[src/rtl/seq_arith_inverse_unit_29.sv]
// Sequential inverse arithmetic unit: left shift, A > ~B, iterative A * ~B, and U2 -> ZM,
// behind a start/busy/valid handshake.
module seq_arith_inverse_unit_29 #(
    parameter int unsigned M = 32
) (
    input  logic         clk,
    input  logic         i_reset,
    input  logic         i_start,
    input  logic [M-1:0] iarg_A,
    input  logic [M-1:0] iarg_B,
    input  logic [3:0]   iop,
    output logic [M-1:0] o_result,
    output logic [3:0]   o_status,
    output logic         o_busy,
    output logic         o_valid
);
    localparam int unsigned    CW      = $clog2(M);
    localparam logic [CW-1:0]  CntLast = CW'(M - 1);
    localparam logic [M-1:0]   MVal    = M'(M);
    localparam logic [M-1:0]   MinNeg  = {1'b1, {(M-1){1'b0}}};
    localparam logic [3:0]     OpShl   = 4'b0000;
    localparam logic [3:0]     OpGt    = 4'b0001;
    localparam logic [3:0]     OpMul   = 4'b0010;
    localparam logic [3:0]     OpZm    = 4'b0011;

    typedef enum logic [1:0] {StIdle, StCalc, StDone} state_e;

    state_e         state_q;
    logic [M-1:0]   a_q;
    logic [M-1:0]   b_q;
    logic [3:0]     op_q;
    logic [2*M-1:0] acc_q;
    logic [CW-1:0]  cnt_q;

    logic [2*M-1:0] shl_wide;
    logic [M-1:0]   neg_a;
    logic [M-1:0]   addend;
    logic [M:0]     mul_sum;
    logic [2*M-1:0] acc_next;
    logic [M-1:0]   fin_res;
    logic           fin_err;
    logic           fin_ovf;

    always_comb begin
        shl_wide = {{M{1'b0}}, a_q} << b_q[CW-1:0];
        neg_a    = ~a_q + 1'b1;
        // Accumulator: high half gathers partial sums, low half shifts the multiplier out.
        addend   = acc_q[0] ? a_q : '0;
        mul_sum  = {1'b0, acc_q[2*M-1:M]} + {1'b0, addend};
        acc_next = {mul_sum, acc_q[M-1:1]};

        fin_res = '0;
        fin_err = 1'b0;
        fin_ovf = 1'b0;
        case (op_q)
            OpShl: begin
                if (b_q >= MVal) begin
                    fin_ovf = |a_q;
                end else begin
                    fin_res = shl_wide[M-1:0];
                    fin_ovf = |shl_wide[2*M-1:M];
                end
            end
            OpGt: fin_res = {{(M-1){1'b0}}, (a_q > ~b_q)};
            OpMul: begin
                fin_res = acc_next[M-1:0];
                fin_ovf = |acc_next[2*M-1:M];
            end
            OpZm: begin
                if (!a_q[M-1]) begin
                    fin_res = a_q;
                end else if (a_q == MinNeg) begin
                    fin_err = 1'b1;
                    fin_ovf = 1'b1;
                end else begin
                    fin_res = {1'b1, neg_a[M-2:0]};
                end
            end
            default: fin_err = 1'b1;
        endcase
    end

    always_ff @(posedge clk) begin
        if (i_reset) begin
            state_q  <= StIdle;
            a_q      <= '0;
            b_q      <= '0;
            op_q     <= '0;
            acc_q    <= '0;
            cnt_q    <= '0;
            o_result <= '0;
            o_status <= '0;
            o_busy   <= 1'b0;
            o_valid  <= 1'b0;
        end else begin
            unique case (state_q)
                StIdle: begin
                    if (i_start) begin
                        a_q           <= iarg_A;
                        b_q           <= iarg_B;
                        op_q          <= iop;
                        acc_q         <= {{M{1'b0}}, ~iarg_B};
                        cnt_q         <= '0;
                        o_status[1:0] <= 2'b00;
                        o_busy        <= 1'b1;
                        state_q       <= StCalc;
                    end
                end
                StCalc: begin
                    // The last multiply step is folded into the result write.
                    if (op_q == OpMul && cnt_q != CntLast) begin
                        acc_q <= acc_next;
                        cnt_q <= cnt_q + 1'b1;
                    end else begin
                        o_result <= fin_res;
                        o_status <= {^fin_res, ~|fin_res, fin_ovf, fin_err};
                        o_valid  <= 1'b1;
                        state_q  <= StDone;
                    end
                end
                StDone: begin
                    o_valid <= 1'b0;
                    o_busy  <= 1'b0;
                    state_q <= StIdle;
                end
                default: state_q <= StIdle;
            endcase
        end
    end

endmodule

[config.mk]
export PLATFORM = sky130hd
export DESIGN_NAME = seq_arith_inverse_unit_29
export DESIGN_NICKNAME = d
export VERILOG_FILES = /design/src/rtl/seq_arith_inverse_unit_29.sv
export SDC_FILE = /design/constraint.sdc
export NUM_CORES = 1
export LEC_CHECK = 0
export CORE_ASPECT_RATIO = 2
export CORE_MARGIN = 1.5
export CORE_UTILIZATION = 55
export DETAILED_ROUTE_END_ITERATION = 10
export PLACE_DENSITY = 0.79
export RECOVER_POWER = 25
export SLEW_MARGIN = 20
export SYNTH_ARGS = -nofsm -noshare
export SYNTH_HDL_FRONTEND = slang
export SYNTH_SLANG_ARGS = --single-unit
export TNS_END_PERCENT = 1
[constraint.sdc]
create_clock -name clk -period 5.9 [get_ports clk]
set_input_delay 0.59 -clock clk [delete_from_list [all_inputs] [get_ports clk]]
set_output_delay 0.59 -clock clk [all_outputs]
set_load 0.005 [all_outputs]
==> run_results.csv <==
group,metric,value,unit
timing,grt_setup_unrepaired,"false",
setup_path,critPathMaxStageDelay,0.98,ns
setup_path,crit_end,"o_status[1]$_SDFFE_PP0P_",
min_path,hp-class,"flip-flop to flip-flop",
floorplanning,row_count,78,
detailed_routing,ant_nets,0,
synthesis,synth_largest_area_cell,"dfxtp_1",
placement,placed_area,0.0138,mm²
setup_path,crit_buf_inv,1,
grt,gr-total-overflow,0,
timing,finalCritPeriodShare,0.933,
clock_tree,cts.sinks,177,
synthesis,yosys-top-cells-area,"dfxtp_1 28%, ha_1 8.3%, a21oi_1 6.8%, nand2_1 6.8%, nor2_1 4.9%",
placement,gp_congestion,1.11,
setup_path,crit_top_cell,"o21ai_0",
grt,grt_pass1_wl,74.2,mm
layout,fin_nets,1798,
detailed_routing,vias,12900,
synthesis,ys_ff_latch,177,
synthesis,synth_commonest_cells,"229 x nand2_1, 177 x dfxtp_1, 173 x a21oi_1, 167 x nor2_1, 118 x clkbuf_1",
clock_tree,cts_buffers,17,
placement,dp_hpwl,36.3,mm
floorplanning,fp.dieH,218,µm
synthesis,syn_inst,1627,
setup_path,reg2reg_setup_slack,0.39,ns
setup_path,start_kind,"flip-flop",
synthesis,synth_edf_count,0,
synthesis,synthArstFlopShare,0,
placement,port_buffers,108,
floorplanning,dieArea,0.0240,mm²
timing,relSlewSlack,-2.22,
synthesis,syn_avg_cell_area,7.79,µm²
status,violations,"max-capacitance violations, max-slew violations",
clock_tree,worst_skew_pair.late_latency,0.46,ns
pwr,p_leak,5.67,nW
timing,min_period,5.51,ns
synthesis,netlist_area,0.0127,mm²
detailed_routing,wire_per_inst,25.7,µm
pwr,p_total,0.00332,W
pwr,internal_power,0.00224,W
timing,max_freq,0.182,GHz
clock_tree,hold_buffers,0,
setup_path,critical_path_class,"flip-flop to flip-flop",
placement,dp_cells,1903,
layout,fin_cells,1940,
detailed_routing,routed_wl,49.8,mm
synthesis,synth_seq_area_share,0.280,
clock_tree,cts_resized,0,
pwr,ir_drop,0.250,mV
detailed_routing,drt_iter0_drc,1208,
timing,clock_skew,0.00861,ns
clock_tree,path_clk_slew,0.07,ns
synthesis,syn-num-nets,1783,
clock_tree,post_cts_buffers,0,
grt,grt_usage,0.428,
synthesis,synthMostInstantiatedCell,"nand2_1",
timing,tightest_slew,4.82,ns
detailed_routing,viasPerCell,6.67,
synthesis,netlist-cell-type-count,75,
grt,grt_pass1_vias,12900,
grt,antenna_found_initial,7,
pwr,clkPwrFrac,0.366,
layout,drive_gt1_frac,0.0689,
setup_path,worstSetupStartpoint,"acc_q[0]$_SDFFE_PP0P_",
synthesis,synth_top_area_share,0.280,
pwr,pwr-share-comb,0.215,
floorplanning,initial_utilization,0.560,
detailed_routing,dr.pass1.iters,7,
clock_tree,cts_buffer_depth,2,
setup_path,worstReg2RegEnd,"o_status[1]$_SDFFE_PP0P_",
floorplanning,die_w,110,µm
timing,finalSetupViolCount,0,
run,timing.max_cap.violations,1,
floorplanning,coreArea,0.0226,mm²
setup_path,worstRegToRegCells,14,
synthesis,yosysWarnings,0,
clock_tree,cts.htree.levels,4,
layout,syn_to_final_growth,13.9,%
grt,grt_max_degree,107,
setup_path,arrival,5.84,ns
timing,fin_setup_tns,0,ns
floorplanning,ios,109,
synthesis,synth_top_flop_cell,"dfxtp_1",
setup_path,worst-path-max-fanout,16,
pwr,cellPowerDensity,230,mW/mm²
setup_path,worstPathCellList,"and2_1 > ha_1 > inv_1 > fa_1 > nor2b_1 > o31a_1 > o31ai_1 > a211oi_1 > o21ai_0 > a21boi_0 > o2111ai_1 > nor4_2 > nor4b_1 > o21ai_0",
pwr,pwr-share-seq,0.419,
setup_path,crit_slowest_cell,"a211oi_1",
clock_tree,cts_tree,"done",
setup_path,endpoint_kind,"flip-flop",
setup_path,crit_required,6.24,ns
pwr,swShare,0.325,
detailed_routing,drc,0,
timing,hold_viol,0,
clock_tree,cts_root_buf,"clkbuf_16",
setup_path,r2r_start,"acc_q[0]$_SDFFE_PP0P_",
status,status,"finished, violations left",
setup_path,cp.depth,14,
timing,drv_slew,106,
layout,final_util,0.637,
setup_path,cp_top_family,"compound AO/OA/AOI/OAI gates",
pwr,p_sw,0.00108,W
layout,fin_area,0.0144,mm²
-- logic make-up (layout without fill, tap and decap cells) --
kind of cell,count (synthesis),in the layout,synth area share
XOR/XNOR,70,70,0.0484
buffers and inverters,157,185,0.0489
AND/OR/NAND/NOR,604,604,0.219
AO/OA/AOI/OAI,467,467,0.240
other,0,5,0
adder cells (fa/ha/maj),85,85,0.0845
flip-flops,177,177,0.280
multiplexers,67,67,0.0789
-- layout make-up --
type,count,area [µm²]
clock buffer,19,443
tap,280,350
antenna,5,12.5
sequential,177,3550
timing repair buffer,133,1270
inverter,20,75.1
clock inverter,13,173
fill,2049,8220
multi-input combinational,1293,8550
-- worst min path at each step --
stage,start,end,slack (ns),cells after the start
after global routing,o_valid$_SDFFE_PP0P_,o_valid$_SDFFE_PP0P_,0.49,2
after global placement,o_status[2]$_SDFFE_PP0P_,o_status[2]$_SDFFE_PP0P_,0.46,2
final,o_status[2]$_SDFFE_PP0P_,o_status[2]$_SDFFE_PP0P_,0.47,2
after CTS,o_status[2]$_SDFFE_PP0P_,o_status[2]$_SDFFE_PP0P_,0.47,2
after detailed placement,o_status[2]$_SDFFE_PP0P_,o_status[2]$_SDFFE_PP0P_,0.46,2
after floorplan,acc_q[50]$_SDFFE_PP0P_,acc_q[50]$_SDFFE_PP0P_,0.45,2
-- layout by cell type (no fill, tap or decap), types with 6 or more instances in the layout --
master,count
clkbuf_16,17
clkdlybuf4s50_1,69
a21o_1,31
or3_1,13
o31ai_1,13
xor2_1,10
a221oi_1,12
a211oi_1,70
inv_1,18
nor2_1,165
nand2b_1,8
o21ai_0,53
and2_1,43
nor2b_1,10
a21oi_1,173
and3_1,7
o22ai_1,8
nor4_1,11
a31oi_1,22
nor3_1,25
mux2i_1,38
dlygate4sd3_1,38
ha_1,84
a22o_1,6
a222oi_1,12
o211ai_1,6
dfxtp_1,175
nand4_1,20
nand2_1,229
or4_1,6
buf_4,24
o21a_1,8
xnor2_1,60
mux4_2,26
nand3_1,34
-- power groups by stage --
| stage | logic [W] | registers, W | clock network (W) |
|---|---|---|---|
| after detailed placement | 0.000694 | 0.00141 | 0 |
| final | 0.000716 | 0.00139 | 0.00122 |
| after CTS | 0.000696 | 0.00138 | 0.00122 |
| after global placement | 0.000689 | 0.00141 | 0 |
| after floorplan | 0.000473 | 0.00133 | 0 |
| after global routing | 0.000771 | 0.00139 | 0.00126 |
-- state kept, by name, summed over array words and instances (netlist names) --
register and flops:
a_q 32, acc_q 64, b_q 32, cnt_q 5, o_busy 1, o_result 32, o_status 4, o_valid 1
op_q 4, state_q 2
-- metrics by stage --
| step | hold WS, ns | worst slack (ns) |
|---|---|---|
| finish | 0.468 | 0.394 |
| global route | 0.492 | 0.258 |
| CTS | 0.468 | 0.817 |
| detailed placement | 0.457 | 0.909 |
| global placement | 0.456 | 0.945 |
| floorplan | 0.448 | 1.94 |
-- worst min-delay path: stages, from the launching register on --
cell,delay (ns)
dfxtp_1,0.31
nand2_1,0.05
a21oi_1,0.06
-- layer usage --
metal | up-vias | part of all wire | global-route usage
met5 | - | 0.00050 | 0
met4 | 4 | 0.11 | 0.411
met3 | 261 | 0.075 | 0.133
met2 | 609 | 0.50 | 0.712
met1 | 6105 | 0.32 | 0.396
li1 | 5965 | - | -
(Power assumes the default switching activity.)
